File: src/rtl/game_pkg.sv
// Shared types and constants for the flappy-bird game scheduler.
// The optional difficulty speed-up is enabled with GAME_SPEEDUP_EN.
package game_pkg;

  typedef enum logic [1:0] {
    StIdle = 2'd0,
    StRun  = 2'd1,
    StOver = 2'd2
  } game_state_e;

  localparam int unsigned LevelW   = 3;
  localparam logic [LevelW-1:0] LevelMax = 3'd7;

  localparam int unsigned DefTickW      = 16;
  localparam int unsigned DefBasePeriod = 400;
  localparam int unsigned DefMinPeriod  = 100;
  localparam int unsigned DefStep       = 50;

endpackage

File: src/rtl/game_if.sv
// Scheduler bus: control inputs from game logic, strobes and status back to the datapath.
interface game_if
  import game_pkg::*;
#(
  parameter int unsigned TICK_W = DefTickW
);
  logic              start;
  logic              lose;
  logic              pass;
  logic              gravity_tick;
  logic              shift_tick;
  logic              spawn;
  logic              freeze;
  logic              clear;
  logic [1:0]        state;
  logic [LevelW-1:0] level;
  logic [TICK_W-1:0] period;

  modport master (
    input  start, lose, pass,
    output gravity_tick, shift_tick, spawn, freeze, clear, state, level, period
  );

  modport slave (
    output start, lose, pass,
    input  gravity_tick, shift_tick, spawn, freeze, clear, state, level, period
  );
endinterface

File: src/rtl/tick_divider.sv
// Enable-gated modulo-N counter; wrap_o is high on the enabled cycle that returns it to 0.
module tick_divider #(
  parameter int unsigned Width = 16
) (
  input  logic             clk,
  input  logic             reset,
  input  logic             clr_i,
  input  logic             en_i,
  input  logic [Width-1:0] limit_i,
  output logic             wrap_o
);
  logic [Width-1:0] cnt_q, cnt_d;

  // >= keeps the counter bounded even if the limit ever drops below the count
  assign wrap_o = en_i && (cnt_q >= limit_i - Width'(1));

  always_comb begin
    cnt_d = cnt_q;
    if (clr_i) begin
      cnt_d = '0;
    end else if (en_i) begin
      cnt_d = wrap_o ? '0 : cnt_q + Width'(1);
    end
  end

  always_ff @(posedge clk) begin
    if (reset) cnt_q <= '0;
    else       cnt_q <= cnt_d;
  end
endmodule

File: src/rtl/game_scheduler.sv
// Game FSM (IDLE/RUN/OVER) and gravity/shift/spawn strobe generation.
// Define GAME_SPEEDUP_EN to enable pass-driven levels and period shortening.
module game_scheduler
  import game_pkg::*;
#(
  parameter int unsigned TICK_W           = DefTickW,
  parameter int unsigned BASE_PERIOD      = DefBasePeriod,
  parameter int unsigned MIN_PERIOD       = DefMinPeriod,
  parameter int unsigned STEP             = DefStep,
  parameter int unsigned SHIFT_DIV        = 2,
  parameter int unsigned SPAWN_GAP        = 4,
  parameter int unsigned PASSES_PER_LEVEL = 4
) (
  input logic     clk,
  input logic     reset,
  game_if.master  bus
);
  game_state_e state_q, state_d;
  logic go_idle, tick_en;
  logic tick_wrap, shift_wrap, spawn_wrap;
  logic gravity_q, shift_q, spawn_q, freeze_q, clear_q;
  logic [LevelW-1:0] level_cur;
  logic [TICK_W-1:0] period_cur;

  always_comb begin
    state_d = state_q;
    go_idle = 1'b0;
    unique case (state_q)
      StIdle: if (bus.start) state_d = StRun;
      StRun:  if (bus.lose)  state_d = StOver;
      StOver: if (bus.start) begin
        state_d = StIdle;
        go_idle = 1'b1;
      end
      default: state_d = StIdle;
    endcase
  end

  // Counting includes the start edge so the first gravity tick lands one period after start
  assign tick_en = (state_d == StRun);

  tick_divider #(.Width(TICK_W)) u_tick (
    .clk     (clk),
    .reset   (reset),
    .clr_i   (go_idle),
    .en_i    (tick_en),
    .limit_i (period_cur),
    .wrap_o  (tick_wrap)
  );

  tick_divider #(.Width(TICK_W)) u_shift (
    .clk     (clk),
    .reset   (reset),
    .clr_i   (go_idle),
    .en_i    (tick_wrap),
    .limit_i (TICK_W'(SHIFT_DIV)),
    .wrap_o  (shift_wrap)
  );

  tick_divider #(.Width(TICK_W)) u_spawn (
    .clk     (clk),
    .reset   (reset),
    .clr_i   (go_idle),
    .en_i    (shift_wrap),
    .limit_i (TICK_W'(SPAWN_GAP)),
    .wrap_o  (spawn_wrap)
  );

`ifdef GAME_SPEEDUP_EN
  localparam int unsigned ExtW  = TICK_W + 3;
  localparam int unsigned PassW = (PASSES_PER_LEVEL > 1) ? $clog2(PASSES_PER_LEVEL) : 1;

  logic [LevelW-1:0] level_q, level_d;
  logic [PassW-1:0]  pass_cnt_q, pass_cnt_d;
  logic [TICK_W-1:0] period_q, period_d, target;
  logic [ExtW-1:0]   dec;
  logic              pass_en;

  assign pass_en = (state_q == StRun) && !bus.lose && bus.pass;
  assign dec     = ExtW'(level_q) * ExtW'(STEP);

  always_comb begin
    if (dec + ExtW'(MIN_PERIOD) > ExtW'(BASE_PERIOD)) target = TICK_W'(MIN_PERIOD);
    else                                              target = TICK_W'(ExtW'(BASE_PERIOD) - dec);
  end

  always_comb begin
    level_d    = level_q;
    pass_cnt_d = pass_cnt_q;
    period_d   = period_q;
    if (go_idle) begin
      level_d    = '0;
      pass_cnt_d = '0;
      period_d   = TICK_W'(BASE_PERIOD);
    end else begin
      if (pass_en) begin
        if (pass_cnt_q == PassW'(PASSES_PER_LEVEL - 1)) begin
          pass_cnt_d = '0;
          if (level_q != LevelMax) level_d = level_q + 1'b1;
        end else begin
          pass_cnt_d = pass_cnt_q + 1'b1;
        end
      end
      // Target is taken from the pre-pass level so a coincident pass lands one wrap later
      if (tick_wrap) period_d = target;
    end
  end

  always_ff @(posedge clk) begin
    if (reset) begin
      level_q    <= '0;
      pass_cnt_q <= '0;
      period_q   <= TICK_W'(BASE_PERIOD);
    end else begin
      level_q    <= level_d;
      pass_cnt_q <= pass_cnt_d;
      period_q   <= period_d;
    end
  end

  assign level_cur  = level_q;
  assign period_cur = period_q;
`else
  logic unused_pass;
  assign unused_pass = bus.pass;
  assign level_cur   = '0;
  assign period_cur  = TICK_W'(BASE_PERIOD);
`endif

  always_ff @(posedge clk) begin
    if (reset) begin
      state_q   <= StIdle;
      gravity_q <= 1'b0;
      shift_q   <= 1'b0;
      spawn_q   <= 1'b0;
      freeze_q  <= 1'b1;
      clear_q   <= 1'b0;
    end else begin
      state_q   <= state_d;
      gravity_q <= tick_wrap;
      shift_q   <= shift_wrap;
      spawn_q   <= spawn_wrap;
      freeze_q  <= (state_d != StRun);
      clear_q   <= go_idle;
    end
  end

  assign bus.state        = state_q;
  assign bus.gravity_tick = gravity_q;
  assign bus.shift_tick   = shift_q;
  assign bus.spawn        = spawn_q;
  assign bus.freeze       = freeze_q;
  assign bus.clear        = clear_q;
  assign bus.level        = level_cur;
  assign bus.period       = period_cur;
endmodule

File: src/flat_wrapper.sv
// flat-port wrapper written by rule: the top's interface ports become plain ports
module game_scheduler_flat import game_pkg::*;
#(
  parameter int unsigned TICK_W           = DefTickW,
  parameter int unsigned BASE_PERIOD      = DefBasePeriod,
  parameter int unsigned MIN_PERIOD       = DefMinPeriod,
  parameter int unsigned STEP             = DefStep,
  parameter int unsigned SHIFT_DIV        = 2,
  parameter int unsigned SPAWN_GAP        = 4,
  parameter int unsigned PASSES_PER_LEVEL = 4
)
  (clk, reset, bus_start, bus_lose, bus_pass, bus_gravity_tick, bus_shift_tick, bus_spawn, bus_freeze, bus_clear, bus_state, bus_level, bus_period);
  game_if #(.TICK_W(TICK_W)) bus_i ();
  input logic clk;
  input logic reset;
  input wire logic [$bits(bus_i.start)-1:0] bus_start;
  input wire logic [$bits(bus_i.lose)-1:0] bus_lose;
  input wire logic [$bits(bus_i.pass)-1:0] bus_pass;
  output wire logic [$bits(bus_i.gravity_tick)-1:0] bus_gravity_tick;
  output wire logic [$bits(bus_i.shift_tick)-1:0] bus_shift_tick;
  output wire logic [$bits(bus_i.spawn)-1:0] bus_spawn;
  output wire logic [$bits(bus_i.freeze)-1:0] bus_freeze;
  output wire logic [$bits(bus_i.clear)-1:0] bus_clear;
  output wire logic [$bits(bus_i.state)-1:0] bus_state;
  output wire logic [$bits(bus_i.level)-1:0] bus_level;
  output wire logic [$bits(bus_i.period)-1:0] bus_period;
  assign bus_i.start = bus_start;
  assign bus_i.lose = bus_lose;
  assign bus_i.pass = bus_pass;
  assign bus_gravity_tick = bus_i.gravity_tick;
  assign bus_shift_tick = bus_i.shift_tick;
  assign bus_spawn = bus_i.spawn;
  assign bus_freeze = bus_i.freeze;
  assign bus_clear = bus_i.clear;
  assign bus_state = bus_i.state;
  assign bus_level = bus_i.level;
  assign bus_period = bus_i.period;
  game_scheduler #(.TICK_W(TICK_W), .BASE_PERIOD(BASE_PERIOD), .MIN_PERIOD(MIN_PERIOD), .STEP(STEP), .SHIFT_DIV(SHIFT_DIV), .SPAWN_GAP(SPAWN_GAP), .PASSES_PER_LEVEL(PASSES_PER_LEVEL)) u_core (.clk(clk), .reset(reset), .bus(bus_i));
endmodule
File: config.mk
export PLATFORM = sky130hd
export DESIGN_NAME = game_scheduler_flat
export DESIGN_NICKNAME = d
export VERILOG_FILES = /design/src/rtl/game_pkg.sv /design/src/rtl/game_if.sv /design/src/rtl/tick_divider.sv /design/src/rtl/game_scheduler.sv /design/src/flat_wrapper.sv
export SDC_FILE = /design/constraint.sdc
export NUM_CORES = 1
export LEC_CHECK = 0
export ABC_AREA = 1
export BUFFER_PORTS_ARGS = -buffer_cell sky130_fd_sc_hd__buf_2
export CAP_MARGIN = 25
export CELL_PAD_IN_SITES_DETAIL_PLACEMENT = 1
export CELL_PAD_IN_SITES_GLOBAL_PLACEMENT = 2
export CORE_MARGIN = 8
export CORE_UTILIZATION = 35
export CTS_BUF_LIST = sky130_fd_sc_hd__clkbuf_4 sky130_fd_sc_hd__clkbuf_8 sky130_fd_sc_hd__clkbuf_16
export CTS_CLUSTER_SIZE = 30
export DETAILED_ROUTE_END_ITERATION = 10
export HOLD_SLACK_MARGIN = 0.03
export PLACE_DENSITY = 0.78
export REMOVE_ABC_BUFFERS = 1
export SLEW_MARGIN = 20
export SYNTH_ARGS = -nofsm -noshare
export SYNTH_HDL_FRONTEND = slang
export SYNTH_SLANG_ARGS = --single-unit
File: constraint.sdc
create_clock -name clk -period 2.4 [get_ports clk]
set_clock_uncertainty 0.05 [all_clocks]
set_input_delay 0.48 -clock clk [delete_from_list [all_inputs] [get_ports clk]]
set_output_delay 0.48 -clock clk [all_outputs]
set_load 0.005 [all_outputs]
Word level (Yosys, flattened, before mapping)
Index checks and enable logic that the tools add are counted.
Widths: inputs -> output; s select.

storage, ports and cells
  register bits after elaboration = 55
  input bits = 5
  logic and storage cells = 33

cells by class
  $add $sub $neg = 3
  $lt $le $gt $ge = 3
  equality and inequality tests = 4
  multiplexer cells = 9
  reduce and logical (&&, ||, !) cells = 5

operator list
  operator               count
  $add 16x1->16 const B  3
  $mux 16                3
  $ge 16x1->1 const B    1
  $ge 16x2->1 const B    1
  $ge 16x9->1 const B    1
  $mux 2                 3
  $pmux 2 s3             1
  $eq 2x1->1 const B     2
  $logic_and 1x1->1      3
  $eq 2x2->1 const B     1
  $logic_not 2->1        1
  $mux 1                 2
  $ne 2x1->1 const B     1
  $reduce_or 2->1        1

Depth between registers and ports, before layout
Gate-level depths: netlist of the first run.

  depth after elaboration = 7
  mapped depth = 13
  mapped depth without buffers = 12

Cells and area by module
Synthesis of the first run repeated with hierarchy kept, for this count alone.

second synthesis, totals
  cell total of the unflattened synthesis = 705
  area, all modules = 4904.7 µm²

modules (own cells, without submodules)
  module                              times used  cells each  area each (µm²)
  tick_divider at u_core.u_spawn ...  2           218         1500.2
  tick_divider at u_core.u_shift      1           218         1508.9
  game_scheduler                      1           51          395.4

Worst setup path after synthesis of the first run
No wires, ideal clock.

  path kind = reg-to-reg
  start = reg u_core.u_shift.cnt_q[0]
  end = reg u_core.u_spawn.cnt_q[0]
  arrival = 1.234 ns
  slack = 1.007 ns
  stages on the path, launching flop included = 14
  path buffers = 1
  cells stage by stage = dfxtp_1 > inv_1 > ha_1 > inv_1 > nor2_1 > nand2_1 > nor2_1 > nand2_1 > nand3_4 > buf_6 > nand2_4 > nand2_1 > nand2_1 > inv_1

between the ends
  longest elaborated chain between the ends = 4

RTL lines
  what                    RTL line            RTL
  from (decl)             tick_divider.sv:12  logic [Width-1:0] cnt_q, cnt_d;
  from (signal assigned)  tick_divider.sv:28  else cnt_q <= cnt_d;
  $ge 16x1->1 *           tick_divider.sv:15  assign wrap_o = en_i && (cnt_q >= limit_i - Width'(1));
  $logic_and 1x1->1 *     tick_divider.sv:15
  $logic_and 1x1->1       tick_divider.sv:15
  $mux 16                 tick_divider.sv:22  cnt_d = wrap_o ? '0 : cnt_q + Width'(1);
  to (signal assigned)    tick_divider.sv:28
  to (decl)               tick_divider.sv:12

Mark *: on every way between the ends. The rest lies on a longest branch, timed or not.
A chain may end at the register's enable or synchronous reset.

Worst setup path after layout of the first run
Same ends and word-level chain as after synthesis.

==> flow_summary_export.csv, run 1 <==
group,metric,value,unit
cts,cts_hold_buf,0,
finish,area_delta_synth_final,5.313,%
synthesis,yosysUniqueCellTypes,26,
global_routing,globalRouteTotalUtil,9.748,%
placement,routabilityCongestion,0.7108,
placement,post-dp-hpwl,2.921,mm
critical_path,r2r_setup_slack,750,ps
critical_path,r2r_start,"u_core.u_shift.cnt_q[0]$_SDFFE_PP0N_",
routing,viasPerCell,4.322,
critical_path,reg2reg_depth,12,
cts,cts_tree,"yes",
cts,cts.sinks,55,
floorplan,dieArea,9287,µm²
global_routing,grt_remaining_overflow,0,
synthesis,synth-compound-area-share,2.712,%
power,power.switching,0.3429,mW
finish,final_common_cell,"nor2_1",
power,combPwrFrac,5.4,%
cts,post_cts_resized,0,
floorplan,ios,31,
floorplan,start_util,35.81,%
worst_hold_path,min_from,"reset",
synthesis,syn_area,2261,µm²
worst_hold_path,hold_end,"u_core.bus.clear$_SDFF_PP0_",
cts,cts_made_buffers,5,
global_routing,antenna_found_initial,0,
synthesis,synth_warnings,0,
routing,first_iter_violations,36,
worst_hold_path,hp-class,"input pin to flop",
finish,fillCellCount,817,
floorplan,die-height,96.37,µm
synthesis,synth_xor_xnor_area_share,1.162,%
power,clkPwrFrac,33.3,%
cts,clk_pin_slew,90,ps
floorplan,die_x,96.37,µm
synthesis,syn_inst,288,
synthesis,muxShareOfSynthArea,0,%
routing,wl,3.987,mm
synthesis,synthSimpleGateAreaFrac,30.71,%
sta,slew_violations,0,
routing,drtPass1Iterations,4,
routing,drc,0,
global_routing,grt_max_degree,21,
power,p_per_area,635.1,nW/µm²
critical_path,reg2reg_to,"u_core.u_spawn.cnt_q[0]$_SDFFE_PP0N_",
sta,rsz0062_at_grt,"no",
sta,post-route-period-util,68.93,%
sta,finalCriticalPeriod,1654,ps
worst_hold_path,min_path_cells,2,
cts,htreeDepth,2,
critical_path,critical_path.endpoint_type,"flop",
cts,worstSkewPairLatency,290,ps
critical_path,crit_path_max_fanout,20,
critical_path,critical_path_required,2550,ps
status,status,"complete, no violations",
power,p_sw_share,22.68,%
synthesis,syn_avg_cell_area,7.850,µm²
finish,final_layout_size_suffix_gt1_share,11.71,%
sta,fmax,0.6045,GHz
power,ir_drop,384.6,µV
floorplan,core_area,6314,µm²
finish,finalNetCount,308,
synthesis,ys_ff_latch,55,
placement,port_buffers,10,
power,pwr-share-seq,61.3,%
routing,ant_nets,0,
cts,clockRootBuffer,"clkbuf_8",
power,p_leak,1.062,nW
synthesis,synth_top_family_by_area,"simple AND/OR/NAND/NOR gates",
cts,clk_path_buf_depth,2,
routing,wire_per_inst,10.60,µm
synthesis,yosys.area_share.adder,2.767,%
critical_path,worstPathArrival,1810,ps
power,p_int,1.169,mW
synthesis,ys_seq_area_share,48.70,%
sta,hold_viol_final,0,
routing,vias,1625,
floorplan,num_rows,29,
finish,stdcell_count,376,
global_routing,grt_pass1_wl,7.245,mm
finish,antenna_cells,0,
critical_path,crit_type,"flop to flop",
finish,layout_common_cells,"nor2_1 (67), nand2_1 (58), dfxtp_1 (55)",
cts,cts_setup_buffers,0,
sta,setup_violations,0,
finish,multi_input_area,915.9,µm²
run,maxCapViolCount,0,
placement,dp_cells,368,
critical_path,crit_path_start_kind,"flop",
global_routing,grt_pass1_vias,1680,
sta,fin_tns_setup,0,ps
finish,seq_area,1101,µm²
## state kept, by name, summed over array words and instances, names as in the netlist, 2 cells and up
signal                flops
u_core.u_shift.cnt_q     16
u_core.u_spawn.cnt_q     16
u_core.u_tick.cnt_q      16
u_core.bus.state          2
## synthesized netlist by cell type
cell,instances,area [µm²]
xnor2_1,1,8.760
inv_1,26,97.59
buf_4,21,157.7
nand4_1,2,12.51
xor2_1,2,17.52
nand2_2,3,18.77
buf_6,2,22.52
buf_2,2,10.01
a211oi_1,1,7.510
nor3_1,8,40.04
nand3_1,11,55.05
a21oi_1,5,25.02
dfxtp_1,55,1101
inv_2,2,7.510
a21oi_2,1,8.760
nor2_1,67,251.5
conb_1,2,7.510
nand2_1,58,217.7
ha_1,5,62.56
o21ai_0,3,15.01
clkbuf_1,1,3.750
nand2_4,5,56.30
o21ai_1,1,5.000
inv_6,1,8.760
nand3_4,1,17.52
nor3b_2,2,25.02
## metrics by stage
stage	hold slack, ps	total power [mW]	setup WS [ps]	utilization [%]	area [µm²]
floorplan	369.0	1.003	650.5	-	2131
global placement	377.4	1.031	637.0	36.31	2292
detailed placement	379.3	1.032	627.6	36.31	2292
CTS	373.1	1.551	712.8	37.71	2381
global route	378.9	1.584	476.8	37.71	2381
finish	383.3	1.512	745.8	37.71	2381
## metal layers
layer | track usage [%] | share of wire [%] | vias to the layer above
li1 | - | - | 852
met1 | 10.71 | 46 | 755
met2 | 17.71 | 50 | 13
met3 | 2.550 | 3.0 | 5
met4 | 3.405 | 1.1 | 0
met5 | 0 | 0 | -
## area by class of cell
cell class              count  share of cell area (%)
multi-input cells         195                   38.47
inverters                  29                   4.782
well taps                  77                   4.046
clock buffers               7                   3.521
clock inverters             1                  0.2102
repair buffers             12                   2.733
flip-flops and latches     55                   46.24
## how the worst max path moves through the flow
stage	start	end	slack (ps)	cells past startpoint
3_5_place_dp	bus_lose	u_core.u_spawn.cnt_q[0]$_SDFFE_PP0N_	630	11
5_1_grt	u_core.u_shift.cnt_q[0]$_SDFFE_PP0N_	u_core.u_spawn.cnt_q[0]$_SDFFE_PP0N_	480	12
3_3_place_gp	bus_lose	u_core.u_spawn.cnt_q[0]$_SDFFE_PP0N_	640	11
2_1_floorplan	bus_start	u_core.u_spawn.cnt_q[0]$_SDFFE_PP0N_	650	7
6_report	u_core.u_shift.cnt_q[0]$_SDFFE_PP0N_	u_core.u_spawn.cnt_q[0]$_SDFFE_PP0N_	750	12
4_1_cts	u_core.u_shift.cnt_q[0]$_SDFFE_PP0N_	u_core.u_spawn.cnt_q[0]$_SDFFE_PP0N_	710	12
## worst max-delay path, cell delays in order, from the launching register on
cell and delay, ps:
dfxtp_1 390, inv_1 80, ha_1 200, inv_1 50, nor2_1 30, nand2_1 50
nor2_1 40, nand2_1 130, nand3_4 240, nand2_1 130, nand2_1 60, nand2_1 70
inv_1 30
## power by group through the flow
| stage | clock, mW | combinational (mW) | sequential (mW) |
|---|---|---|---|
| floorplan | 0 | 0.0560 | 0.947 |
| global placement | 0 | 0.0828 | 0.948 |
| detailed placement | 0 | 0.0841 | 0.948 |
| CTS | 0.540 | 0.0842 | 0.927 |
| global route | 0.561 | 0.0951 | 0.928 |
| finish | 0.503 | 0.0824 | 0.926 |
## cells by family (layout without fill, tap and decap cells)
kind of cell	after synthesis	in the layout
AO/OA/AOI/OAI	11	11
XOR/XNOR	3	3
adder cells (fa/ha/maj)	5	5
buffers and inverters	55	49
flip-flops	55	55
other	2	19
AND/OR/NAND/NOR	157	157
No activity file was read; power rests on OpenSTA's default activity.
==> run 2: changes to the inputs <==
--- a/config.mk
+++ b/config.mk
@@ -11,12 +11,12 @@
 export CELL_PAD_IN_SITES_DETAIL_PLACEMENT = 1
 export CELL_PAD_IN_SITES_GLOBAL_PLACEMENT = 2
 export CORE_MARGIN = 8
-export CORE_UTILIZATION = 35
+export CORE_UTILIZATION = 29
 export CTS_BUF_LIST = sky130_fd_sc_hd__clkbuf_4 sky130_fd_sc_hd__clkbuf_8 sky130_fd_sc_hd__clkbuf_16
 export CTS_CLUSTER_SIZE = 30
 export DETAILED_ROUTE_END_ITERATION = 10
 export HOLD_SLACK_MARGIN = 0.03
-export PLACE_DENSITY = 0.78
+export PLACE_DENSITY = 0.69
 export REMOVE_ABC_BUFFERS = 1
 export SLEW_MARGIN = 20
 export SYNTH_ARGS = -nofsm -noshare
==> constraint.sdc (replaced) <==
create_clock -name clk -period 1.5 [get_ports clk]
set_clock_uncertainty 0.05 [all_clocks]
set_input_delay 0.3 -clock clk [delete_from_list [all_inputs] [get_ports clk]]
set_output_delay 0.3 -clock clk [all_outputs]
set_load 0.005 [all_outputs]
==> flow_summary_export.csv, run 2 (synthesis results as in run 1) <==
group,metric,value,unit
sta,hold_ws,179.3,ps
cts,clk_path_buf_depth,2,
status,status,"complete, no violations",
routing,wire_per_inst,10.24,µm
critical_path,r2r_start,"u_core.u_shift.cnt_q[0]$_SDFFE_PP0N_",
finish,final_common_cell,"nor2_1",
finish,finalNetCount,327,
finish,stdcell_count,420,
floorplan,num_rows,32,
critical_path,reg2reg_depth,12,
finish,layout_common_cells,"nor2_1 (65), nand2_1 (55), dfxtp_1 (51)",
cts,clockRootBuffer,"clkbuf_8",
sta,post-route-period-util,96.71,%
routing,wl,4.300,mm
finish,fillCellCount,965,
placement,post-dp-hpwl,3.189,mm
sta,rsz0062_at_grt,"yes",
finish,top_regs,"u_core.u_shift.cnt_q (16), u_core.u_spawn.cnt_q (16), u_core.u_tick.cnt_q (16)",
sta,fmax,0.6893,GHz
routing,ant_nets,0,
cts,cts_tree,"yes",
worst_hold_path,min_from,"reset",
finish,final_layout_size_suffix_gt1_share,22.64,%
floorplan,ios,31,
floorplan,die_x,104.3,µm
routing,first_iter_violations,60,
floorplan,start_util,29.56,%
critical_path,crit_path_max_fanout,6,
worst_hold_path,hold_end,"u_core.bus.spawn$_SDFF_PP0_",
critical_path,r2r_setup_slack,50,ps
power,ir_drop,599.3,µV
critical_path,worstPathArrival,1600,ps
placement,routabilityCongestion,0.6784,
critical_path,critical_path.endpoint_type,"flop",
routing,viasPerCell,4.033,
cts,worstSkewPairLatency,300,ps
sta,hold_viol_final,0,
floorplan,die-height,104.3,µm
critical_path,critical_path_required,1650,ps
global_routing,grt_remaining_overflow,0,
global_routing,antenna_found_initial,0,
worst_hold_path,hp-class,"input pin to flop",
placement,pre_cts_ws,-24.07,ps
sta,fin_ws,49.29,ps
power,p_per_area,988.7,nW/µm²
run,maxCapViolCount,0,
global_routing,globalRouteTotalUtil,8.163,%
sta,slew_violations,0,
sta,setup_violations,0,
cts,cts.sinks,55,
routing,drtPass1Iterations,4,
floorplan,core_area,7647,µm²
cts,clk_pin_slew,90,ps
power,p_leak,1.190,nW
finish,area_delta_synth_final,18.32,%
worst_hold_path,min_path_cells,2,
placement,dp_cells,409,
critical_path,crit_type,"flop to flop",
finish,fin_area,2675,µm²
finish,antenna_cells,0,
routing,vias,1694,
critical_path,crit_path_start_kind,"flop",
cts,cts_made_buffers,5,
placement,place_area,2456,µm²
global_routing,grt_pass1_wl,7.527,mm
global_routing,grt_max_degree,21,
critical_path,reg2reg_to,"u_core.u_spawn.cnt_q[1]$_SDFFE_PP0N_",
cts,htreeDepth,2,
floorplan,dieArea,10880,µm²
placement,port_buffers,10,
global_routing,grt_pass1_vias,1744,
sta,finalCriticalPeriod,1451,ps
routing,drc,0,
## run 2: how the worst max path moves through the flow
stage | slack (ps) | from | end
finish | 50 | u_core.u_shift.cnt_q[0]$_SDFFE_PP0N_ | u_core.u_spawn.cnt_q[1]$_SDFFE_PP0N_
global route | -70 | u_core.u_shift.cnt_q[0]$_SDFFE_PP0N_ | u_core.u_spawn.cnt_q[1]$_SDFFE_PP0N_
CTS | 10 | u_core.u_shift.cnt_q[1]$_SDFFE_PP0N_ | u_core.u_spawn.cnt_q[5]$_SDFFE_PP0N_
detailed placement | -20 | u_core.u_shift.cnt_q[1]$_SDFFE_PP0N_ | u_core.u_spawn.cnt_q[1]$_SDFFE_PP0N_
global placement | -1 | u_core.u_shift.cnt_q[1]$_SDFFE_PP0N_ | u_core.u_spawn.cnt_q[1]$_SDFFE_PP0N_
floorplan | -170 | u_core.bus.state[1]$_SDFF_PP0_ | u_core.u_spawn.cnt_q[0]$_SDFFE_PP0N_
## run 2: worst max-delay path: stages (launching register included)
cell,delay [ps]
dfxtp_4,380
inv_4,70
ha_4,130
inv_2,30
nor2_2,60
nand2_1,60
nor2_2,110
nand2_2,80
nand3_4,150
buf_6,140
nand2_4,40
inv_2,30
nor2_1,30
## run 2: routing by layer
layer / GRT usage [%] / wire (µm) / share of wire (%)
met5: 0 / 0 / 0
met4: 1.861 / 21 / 0.49
met3: 3.470 / 160 / 3.7
met2: 13.80 / 2083 / 48
met1: 9.264 / 2036 / 47
## run 2: area by class of cell
cell class / instances / area [µm²] / area share [%]
clock buffers: 6 / 82.58 / 3.087
clock inverters: 2 / 35.03 / 1.310
inverters: 29 / 118.9 / 4.443
multi-input cells: 195 / 970.9 / 36.30
flip-flops and latches: 55 / 1109 / 41.44
well taps: 102 / 127.6 / 4.771
repair buffers: 31 / 231.5 / 8.653
## run 2: where the power goes
group | leakage (nW) | internal [mW] | switching [mW]
clock | 0.0612 | 0.541 | 0.465
sequential | 0.446 | 1.47 | 0.00797
combinational | 0.683 | 0.0526 | 0.107
## run 2: per-stage QoR
step / TNS (ps) / total power, mW / utilization, %
2_1_floorplan: -1396 / 1.605 / -
3_3_place_gp: -1.005 / 1.673 / 32.12
3_5_place_dp: -24.07 / 1.673 / 32.12
4_1_cts: 0 / 2.694 / 33.74
5_1_grt: -760.5 / 2.787 / 34.98
6_report: 0 / 2.645 / 34.98
## run 2: repair_timing
item / 4_1_cts / 5_1_grt
endpoints found under the setup margin: 15 / 29
buffers inserted: 0 / 3
pin swaps: 1 / 4
hold buffers: 0 / 0
cloned: 0 / 0
resized for setup: 2 / 25
